`config.mk`:
```
export PLATFORM = sky130hd
export DESIGN_NAME = gshare_branch_predictor_flat
export DESIGN_NICKNAME = d
export VERILOG_FILES = /design/src/rtl/gshare_branch_predictor_pkg.sv /design/src/rtl/gshare_branch_predictor_if.sv /design/src/rtl/gshare_branch_predictor_sat_counter.sv /design/src/rtl/gshare_branch_predictor.sv /design/src/flat_wrapper.sv
export SDC_FILE = /design/constraint.sdc
export NUM_CORES = 1
export LEC_CHECK = 0
export CAP_MARGIN = 15
export CORE_MARGIN = 1
export CORE_UTILIZATION = 54
export CTS_CLUSTER_DIAMETER = 120
export DETAILED_ROUTE_END_ITERATION = 10
export PLACE_DENSITY = 0.92
export SLEW_MARGIN = 20
export SYNTH_ARGS = -nofsm -noshare
export SYNTH_HDL_FRONTEND = slang
export SYNTH_SLANG_ARGS = --single-unit
```
`constraint.sdc`:
```
create_clock -name clk -period 6.7 [get_ports clk]
set_clock_uncertainty 0.15 [all_clocks]
set_input_delay 0.67 -clock clk [delete_from_list [all_inputs] [get_ports clk]]
set_output_delay 0.67 -clock clk [all_outputs]
set_load 0.01 [all_outputs]
```
`src/rtl/gshare_branch_predictor_pkg.sv`:
```
// Shared constants, FSM state type and counter init helper for the gshare branch predictor.
package bp_pkg;

    localparam int BP_MODE_BIMODAL = 0;
    localparam int BP_MODE_GSHARE  = 1;

    typedef enum logic {
        BP_INIT,
        BP_RUN
    } bp_state_t;

    // Weak not-taken: the largest value whose MSB is still clear.
    function automatic int bp_init_val(input int ctr_bits);
        return (1 << (ctr_bits - 1)) - 1;
    endfunction

endpackage

```
`src/rtl/gshare_branch_predictor_if.sv`:
```
// Fetch-side lookup and EX-side resolve bundle between the pipeline and the predictor.
interface gshare_branch_predictor_if #(
    parameter int HIST_BITS = 6
);
    logic [31:0]          i_fetch_pc;
    logic                 i_fetch_is_branch;
    logic                 o_predict_taken;
    logic [HIST_BITS-1:0] o_fetch_ghr;
    logic                 o_ready;
    logic                 i_ex_valid;
    logic [31:0]          i_ex_pc;
    logic [HIST_BITS-1:0] i_ex_ghr;
    logic                 i_ex_taken;
    logic                 i_ex_mispredict;
    logic [31:0]          o_branch_count;
    logic [31:0]          o_mispredict_count;

    modport master (
        output i_fetch_pc, i_fetch_is_branch,
        output i_ex_valid, i_ex_pc, i_ex_ghr, i_ex_taken, i_ex_mispredict,
        input  o_predict_taken, o_fetch_ghr, o_ready,
        input  o_branch_count, o_mispredict_count
    );

    modport slave (
        input  i_fetch_pc, i_fetch_is_branch,
        input  i_ex_valid, i_ex_pc, i_ex_ghr, i_ex_taken, i_ex_mispredict,
        output o_predict_taken, o_fetch_ghr, o_ready,
        output o_branch_count, o_mispredict_count
    );
endinterface

```
`src/rtl/gshare_branch_predictor_sat_counter.sv`:
```
// Combinational up/down saturating counter next-state used for table updates.
module bp_sat_counter #(
    parameter int CTR_BITS = 2
) (
    input  logic [CTR_BITS-1:0] ctr,
    input  logic                up,
    output logic [CTR_BITS-1:0] ctr_next
);
    localparam logic [CTR_BITS-1:0] CTR_MAX = '1;

    always_comb begin
        ctr_next = ctr;
        if (up) begin
            if (ctr != CTR_MAX) ctr_next = ctr + 1'b1;
        end else begin
            if (ctr != '0) ctr_next = ctr - 1'b1;
        end
    end
endmodule

```
`src/rtl/gshare_branch_predictor.sv`:
```
// Bimodal/gshare direction predictor: counter table with post-reset sweep, speculative GHR
// with mispredict repair, and saturating branch/mispredict counters.
module gshare_branch_predictor
    import bp_pkg::*;
#(
    parameter int INDEX_BITS = 6,
    parameter int HIST_BITS  = 6,
    parameter int CTR_BITS   = 2,
    parameter int MODE       = BP_MODE_GSHARE
) (
    input  logic clk,
    input  logic rst,
    gshare_branch_predictor_if.slave bp
);
    localparam int DEPTH = 1 << INDEX_BITS;
    localparam logic [CTR_BITS-1:0] INIT_VAL = CTR_BITS'(bp_init_val(CTR_BITS));

    if (HIST_BITS < 1 || HIST_BITS > INDEX_BITS) begin : g_bad_hist
        $error("gshare_branch_predictor: HIST_BITS must satisfy 0 < HIST_BITS <= INDEX_BITS");
    end
    if (CTR_BITS < 2) begin : g_bad_ctr
        $error("gshare_branch_predictor: CTR_BITS must be >= 2");
    end

    bp_state_t             state_reg, state_next;
    logic [INDEX_BITS-1:0] ptr_reg;
    logic [HIST_BITS-1:0]  ghr_reg, ghr_next, ghr_shift, ghr_repair;
    logic [31:0]           branch_count_reg, mispredict_count_reg;
    logic [CTR_BITS-1:0]   table_mem [DEPTH];

    logic                  ready, ex_upd, ex_fix, predict;
    logic [INDEX_BITS-1:0] fidx, eidx, fhist, ehist;
    logic [CTR_BITS-1:0]   fetch_ctr, ex_ctr, ex_ctr_next;
    logic                  table_we;
    logic [INDEX_BITS-1:0] table_waddr;
    logic [CTR_BITS-1:0]   table_wdata;
    logic                  unused_pc_bits;

    assign ready  = (state_reg == BP_RUN);
    assign ex_upd = ready & bp.i_ex_valid;
    assign ex_fix = ex_upd & bp.i_ex_mispredict;

    assign fhist = (MODE == BP_MODE_GSHARE) ? INDEX_BITS'(ghr_reg)     : '0;
    assign ehist = (MODE == BP_MODE_GSHARE) ? INDEX_BITS'(bp.i_ex_ghr) : '0;
    assign fidx  = bp.i_fetch_pc[INDEX_BITS+1:2] ^ fhist;
    assign eidx  = bp.i_ex_pc[INDEX_BITS+1:2] ^ ehist;

    assign unused_pc_bits = ^{bp.i_fetch_pc[31:INDEX_BITS+2], bp.i_fetch_pc[1:0],
                              bp.i_ex_pc[31:INDEX_BITS+2], bp.i_ex_pc[1:0]};

    // Asynchronous read: the prediction must be available in the fetch cycle.
    assign fetch_ctr = table_mem[fidx];
    assign ex_ctr    = table_mem[eidx];
    assign predict   = ready & fetch_ctr[CTR_BITS-1];

    bp_sat_counter #(.CTR_BITS(CTR_BITS)) u_sat (
        .ctr      (ex_ctr),
        .up       (bp.i_ex_taken),
        .ctr_next (ex_ctr_next)
    );

    if (HIST_BITS == 1) begin : g_hist1
        assign ghr_shift  = predict;
        assign ghr_repair = bp.i_ex_taken;
    end else begin : g_histn
        assign ghr_shift  = {ghr_reg[HIST_BITS-2:0], predict};
        assign ghr_repair = {bp.i_ex_ghr[HIST_BITS-2:0], bp.i_ex_taken};
    end

    // Repair wins: the fetch shifting in this cycle belongs to the flushed path.
    always_comb begin
        ghr_next = ghr_reg;
        if (ex_fix)
            ghr_next = ghr_repair;
        else if (ready && bp.i_fetch_is_branch)
            ghr_next = ghr_shift;
    end

    always_comb begin
        state_next = state_reg;
        case (state_reg)
            BP_INIT: if (&ptr_reg) state_next = BP_RUN;
            BP_RUN:  state_next = BP_RUN;
            default: state_next = BP_INIT;
        endcase
    end

    always_comb begin
        table_we    = 1'b0;
        table_waddr = eidx;
        table_wdata = ex_ctr_next;
        if (!rst) begin
            if (state_reg == BP_INIT) begin
                table_we    = 1'b1;
                table_waddr = ptr_reg;
                table_wdata = INIT_VAL;
            end else if (ex_upd) begin
                table_we = 1'b1;
            end
        end
    end

    always_ff @(posedge clk) begin
        if (table_we) table_mem[table_waddr] <= table_wdata;
    end

    always_ff @(posedge clk) begin
        if (rst) begin
            state_reg <= BP_INIT;
            ptr_reg   <= '0;
        end else begin
            state_reg <= state_next;
            if (state_reg == BP_INIT) ptr_reg <= ptr_reg + 1'b1;
        end
    end

    always_ff @(posedge clk) begin
        if (rst) begin
            ghr_reg              <= '0;
            branch_count_reg     <= '0;
            mispredict_count_reg <= '0;
        end else begin
            ghr_reg <= ghr_next;
            if (ex_upd && branch_count_reg != 32'hFFFF_FFFF)
                branch_count_reg <= branch_count_reg + 32'd1;
            if (ex_fix && mispredict_count_reg != 32'hFFFF_FFFF)
                mispredict_count_reg <= mispredict_count_reg + 32'd1;
        end
    end

    assign bp.o_predict_taken    = predict;
    assign bp.o_fetch_ghr        = ghr_reg;
    assign bp.o_ready            = ready;
    assign bp.o_branch_count     = branch_count_reg;
    assign bp.o_mispredict_count = mispredict_count_reg;
endmodule

```
`src/flat_wrapper.sv`:
```
// flat-port wrapper written by rule: the top's interface ports become plain ports
module gshare_branch_predictor_flat import bp_pkg::*;
#(
    parameter int INDEX_BITS = 6,
    parameter int HIST_BITS  = 6,
    parameter int CTR_BITS   = 2,
    parameter int MODE       = BP_MODE_GSHARE
)
  (clk, rst, bp_i_fetch_pc, bp_i_fetch_is_branch, bp_i_ex_valid, bp_i_ex_pc, bp_i_ex_ghr, bp_i_ex_taken, bp_i_ex_mispredict, bp_o_predict_taken, bp_o_fetch_ghr, bp_o_ready, bp_o_branch_count, bp_o_mispredict_count);
  gshare_branch_predictor_if #(.HIST_BITS(HIST_BITS)) bp_i ();
  input  logic clk;
  input  logic rst;
  input wire logic [$bits(bp_i.i_fetch_pc)-1:0] bp_i_fetch_pc;
  input wire logic [$bits(bp_i.i_fetch_is_branch)-1:0] bp_i_fetch_is_branch;
  input wire logic [$bits(bp_i.i_ex_valid)-1:0] bp_i_ex_valid;
  input wire logic [$bits(bp_i.i_ex_pc)-1:0] bp_i_ex_pc;
  input wire logic [$bits(bp_i.i_ex_ghr)-1:0] bp_i_ex_ghr;
  input wire logic [$bits(bp_i.i_ex_taken)-1:0] bp_i_ex_taken;
  input wire logic [$bits(bp_i.i_ex_mispredict)-1:0] bp_i_ex_mispredict;
  output wire logic [$bits(bp_i.o_predict_taken)-1:0] bp_o_predict_taken;
  output wire logic [$bits(bp_i.o_fetch_ghr)-1:0] bp_o_fetch_ghr;
  output wire logic [$bits(bp_i.o_ready)-1:0] bp_o_ready;
  output wire logic [$bits(bp_i.o_branch_count)-1:0] bp_o_branch_count;
  output wire logic [$bits(bp_i.o_mispredict_count)-1:0] bp_o_mispredict_count;
  assign bp_i.i_fetch_pc = bp_i_fetch_pc;
  assign bp_i.i_fetch_is_branch = bp_i_fetch_is_branch;
  assign bp_i.i_ex_valid = bp_i_ex_valid;
  assign bp_i.i_ex_pc = bp_i_ex_pc;
  assign bp_i.i_ex_ghr = bp_i_ex_ghr;
  assign bp_i.i_ex_taken = bp_i_ex_taken;
  assign bp_i.i_ex_mispredict = bp_i_ex_mispredict;
  assign bp_o_predict_taken = bp_i.o_predict_taken;
  assign bp_o_fetch_ghr = bp_i.o_fetch_ghr;
  assign bp_o_ready = bp_i.o_ready;
  assign bp_o_branch_count = bp_i.o_branch_count;
  assign bp_o_mispredict_count = bp_i.o_mispredict_count;
  gshare_branch_predictor #(.INDEX_BITS(INDEX_BITS), .HIST_BITS(HIST_BITS), .CTR_BITS(CTR_BITS), .MODE(MODE)) u_core (.clk(clk), .rst(rst), .bp(bp_i));
endmodule
```
==> results.rst <==
.. list-table::
   :header-rows: 1

   * - Metric
     - Value
   * - Run status
     - complete, no violations
   * - Slew Limit Fails
     - 0
   * - IO Pins
     - 148
   * - Post-Place Setup Slack
     - 1.63 ns
   * - Cell variety after synth
     - 50
   * - Worst r2r src
     - u_core.table_mem[7][0]$_DFFE_PP_
   * - Share of the clock period used by the worst path after layout
     - 73.9%
   * - Cell row count
     - 47
   * - Die width
     - 134 um
   * - Number of clock buffers inserted by TritonCTS
     - 20
   * - DR pass1 iterations
     - 5
   * - Post-CTS sizing
     - 0
   * - Fraction of synthesized cell area taken by the top area cell type
     - 40.7%
   * - Min cycle time layout
     - 4.95 ns
   * - Layout cells sized above 1
     - 10.2%
   * - Average detailed-routed wire length per instance
     - 20.5 um
   * - RSZ-0062 raised after global routing
     - false
   * - Antenna Nets Post-Route
     - 0
   * - H-tree lvl count
     - 1
   * - Worst-case setup margin in the final layout
     - 1.75 ns
   * - Uppermost routed layer
     - met4
   * - Upper clock frequency limit
     - 202 MHz
   * - Critical path launch point
     - bp_i_fetch_pc[3]
   * - Seq/Total Area, Yosys
     - 57.0%
   * - First-pass GRT wire length
     - 35,200 um
   * - Post-synth top flop
     - sky130_fd_sc_hd__edfxtp_1
   * - Antenna fix cells
     - 0
   * - Commonest cells after routing, fill and taps aside
     - sky130_fd_sc_hd__nor2_1, sky130_fd_sc_hd__edfxtp_1, sky130_fd_sc_hd__clkdlybuf4s50_1
   * - Drt drc
     - 0
   * - Final Routed Wirelength
     - 22,500 um
   * - Die footprint
     - 18,000 um2
   * - Largest net degree at the start of global routing
     - 80
   * - Metal1 wirelength
     - 8430 um
   * - CTS tree
     - built
   * - Clock Tree Root
     - sky130_fd_sc_hd__clkbuf_16
   * - IR drop worst, VDD
     - 0.166 mV
   * - Most flops, register
     - u_core.table_mem
   * - Number of setup buffers added after CTS
     - 0
   * - Max FFs per register
     - 128
   * - Largest area contributor in the synthesized netlist
     - sky130_fd_sc_hd__edfxtp_1
   * - Effective utilization at floorplan
     - 56.1%
   * - Critical path launch point type
     - input port
   * - Total global routing track utilization
     - 25.3%
   * - Category of the worst setup path capture point
     - output pin
   * - Final-report setup violation count
     - 0
   * - Number of hold buffers added after cts
     - 0
   * - Syn avg cell area
     - 12.3 um2
   * - Area added between synthesis and finish
     - 19.3%
   * - Count of mapped cells out of synthesis
     - 766
   * - Hold wc startpoint
     - u_core.bp.o_mispredict_count[26]$_SDFFE_PP0P_
   * - Clock slew at the register clock pins of the worst setup and hold paths
     - 0.06 ns
   * - Total grt overflow
     - 0
   * - Count of buffers from port buffering
     - 95
   * - DRC marker count from the first detailed-route iteration
     - 745
   * - Met3 Wirelength
     - 2000 um
   * - Bufs on Longest Clock Path
     - 3
   * - Later-pin clock latency in the skew report
     - 0.49 ns
   * - Normalized max-slew margin
     - 28.3%
   * - Transition time at the pin with the least slew margin
     - 1.07 ns
   * - Largest driver fanout on the critical path
     - 9
   * - Asr flop ratio synth
     - 0%
   * - Cell area after synthesis
     - 9440 um2
   * - Syn nets
     - 845
   * - Number of vias per cell
     - 6.19
   * - Net count reported at finish
     - 942
   * - Routability congestion estimate
     - 0.852
   * - Reported max-cap violation count
     - 0
   * - Number of enable flip-flop cells after synthesis
     - 128
   * - Wire length on met2
     - 11,300 um
   * - Setup Total Neg Slack
     - 0 ns
   * - Yosys reg bits
     - 205
   * - Critical path class
     - in2out
   * - Total via count in the routed design
     - 6,784
   * - Power density of the placed cells
     - 239 nW/um2
   * - Via count of the first global-routing pass
     - 6,711
   * - Most frequent standard cell in the layout excluding fill and tap cells
     - sky130_fd_sc_hd__nor2_1
   * - # clock sinks
     - 205
   * - Antenna violations before repair
     - 0
   * - Warnings from Yosys
     - 0
   * - Core footprint
     - 16,800 um2
   * - Placed wire-length estimate
     - 14,800 um
   * - Leakage power figure
     - 3.64 nW
   * - HP Class
     - reg2reg
   * - DIE HEIGHT
     - 134 um
   * - Number of endpoints with negative hold slack in the final report
     - 0
   * - Main area contributors after synthesis
     - sky130_fd_sc_hd__edfxtp_1, sky130_fd_sc_hd__dfxtp_1, sky130_fd_sc_hd__mux4_2, sky130_fd_sc_hd__nor2_1, sky130_fd_sc_hd__mux4_1
   * - Worst EP arrival
     - 4.13 ns
   * - Worst path required time
     - 5.88 ns
==> path summary, 6_finish.rpt <==
path	cells after the start	to	slack (ns)
max reg2reg	8	u_core.table_mem[28][0]$_DFFE_PP_	3.29
min reg2reg	2	u_core.bp.o_mispredict_count[26]$_SDFFE_PP0P_	0.36
max	10	bp_o_predict_taken	1.75
min	2	u_core.bp.o_mispredict_count[26]$_SDFFE_PP0P_	0.36
==> through the flow <==
| step | utilization [%] | power, mW | hold slack (ns) | area, um2 | std cells |
|---|---|---|---|---|---|
| 3_5_place_dp | 63.3 | 1.66 | 0.348 | 10600 | 1061 |
| 6_report | 67.0 | 2.70 | 0.360 | 11300 | 1096 |
| 5_1_grt | 67.0 | 2.78 | 0.383 | 11300 | 1096 |
| 3_3_place_gp | 63.2 | 1.65 | 0.331 | 10600 | 1060 |
| 4_1_cts | 67.0 | 2.70 | 0.356 | 11300 | 1096 |
| 2_1_floorplan | - | 1.58 | 0.321 | 9440 | 766 |
==> cells by family (layout without fill, tap and decap cells) <==
kind of cell / count (synthesis) / count (layout) / share of synthesized area (%)
AND/OR/NAND/NOR: 307 / 307 / 15.1
flip-flops: 205 / 205 / 57.0
AO/OA/AOI/OAI: 85 / 85 / 5.57
multiplexers: 63 / 63 / 13.9
XOR/XNOR: 62 / 62 / 5.99
buffers and inverters: 41 / 151 / 2.04
adder cells (fa/ha/maj): 3 / 3 / 0.398
==> critical path: stages <==
cell and delay (ns):
sky130_fd_sc_hd__clkdlybuf4s50_1 0.50, sky130_fd_sc_hd__xor2_2 0.67, sky130_fd_sc_hd__buf_4 0.32, sky130_fd_sc_hd__mux4_1 0.35, sky130_fd_sc_hd__mux4_2 0.50, sky130_fd_sc_hd__nand2_1 0.08
sky130_fd_sc_hd__o21ai_1 0.12, sky130_fd_sc_hd__and3_4 0.23, sky130_fd_sc_hd__a21o_1 0.16, sky130_fd_sc_hd__clkdlybuf4s50_1 0.53
==> routing by layer <==
| layer | track usage, % | vias to the layer above |
|---|---|---|
| li1 | - | 3042 |
| met1 | 32.5 | 3304 |
| met2 | 43.1 | 377 |
| met3 | 4.12 | 61 |
| met4 | 9.61 | 0 |
| met5 | 0 | - |
==> power by group <==
| part | internal [mW] | switching [mW] | total [mW] |
|---|---|---|---|
| combinational | 0.0955 | 0.162 | 0.258 |
| clock | 0.608 | 0.451 | 1.06 |
| sequential | 1.38 | 0.00442 | 1.38 |
==> cells in the mapped netlist, types with 6 or more instances <==
library cell	n
sky130_fd_sc_hd__nor3_1	8
sky130_fd_sc_hd__o21ai_0	25
sky130_fd_sc_hd__dfxtp_1	77
sky130_fd_sc_hd__or3_1	21
sky130_fd_sc_hd__edfxtp_1	128
sky130_fd_sc_hd__mux2i_1	11
sky130_fd_sc_hd__xor2_1	37
sky130_fd_sc_hd__clkbuf_1	15
sky130_fd_sc_hd__a21oi_1	25
sky130_fd_sc_hd__a22oi_1	16
sky130_fd_sc_hd__nand3_1	30
sky130_fd_sc_hd__inv_1	14
sky130_fd_sc_hd__and3_1	6
sky130_fd_sc_hd__nand2_1	53
sky130_fd_sc_hd__nor2_1	143
sky130_fd_sc_hd__and4_1	7
sky130_fd_sc_hd__nand4_1	13
sky130_fd_sc_hd__and2_1	6
sky130_fd_sc_hd__mux4_2	36
sky130_fd_sc_hd__xnor2_1	22
sky130_fd_sc_hd__mux4_1	14
==> cell type report <==
type                    instances  area, um2
multi-input cells             520       3920
clock buffers                  27        581
flip-flops and latches        205       5390
clock inverters                 8       38.8
fillers                      1121       5550
well taps                     220        275
repair buffers                102       1020
inverters                      14       52.6
No activity file was read; power rests on OpenSTA's default activity.
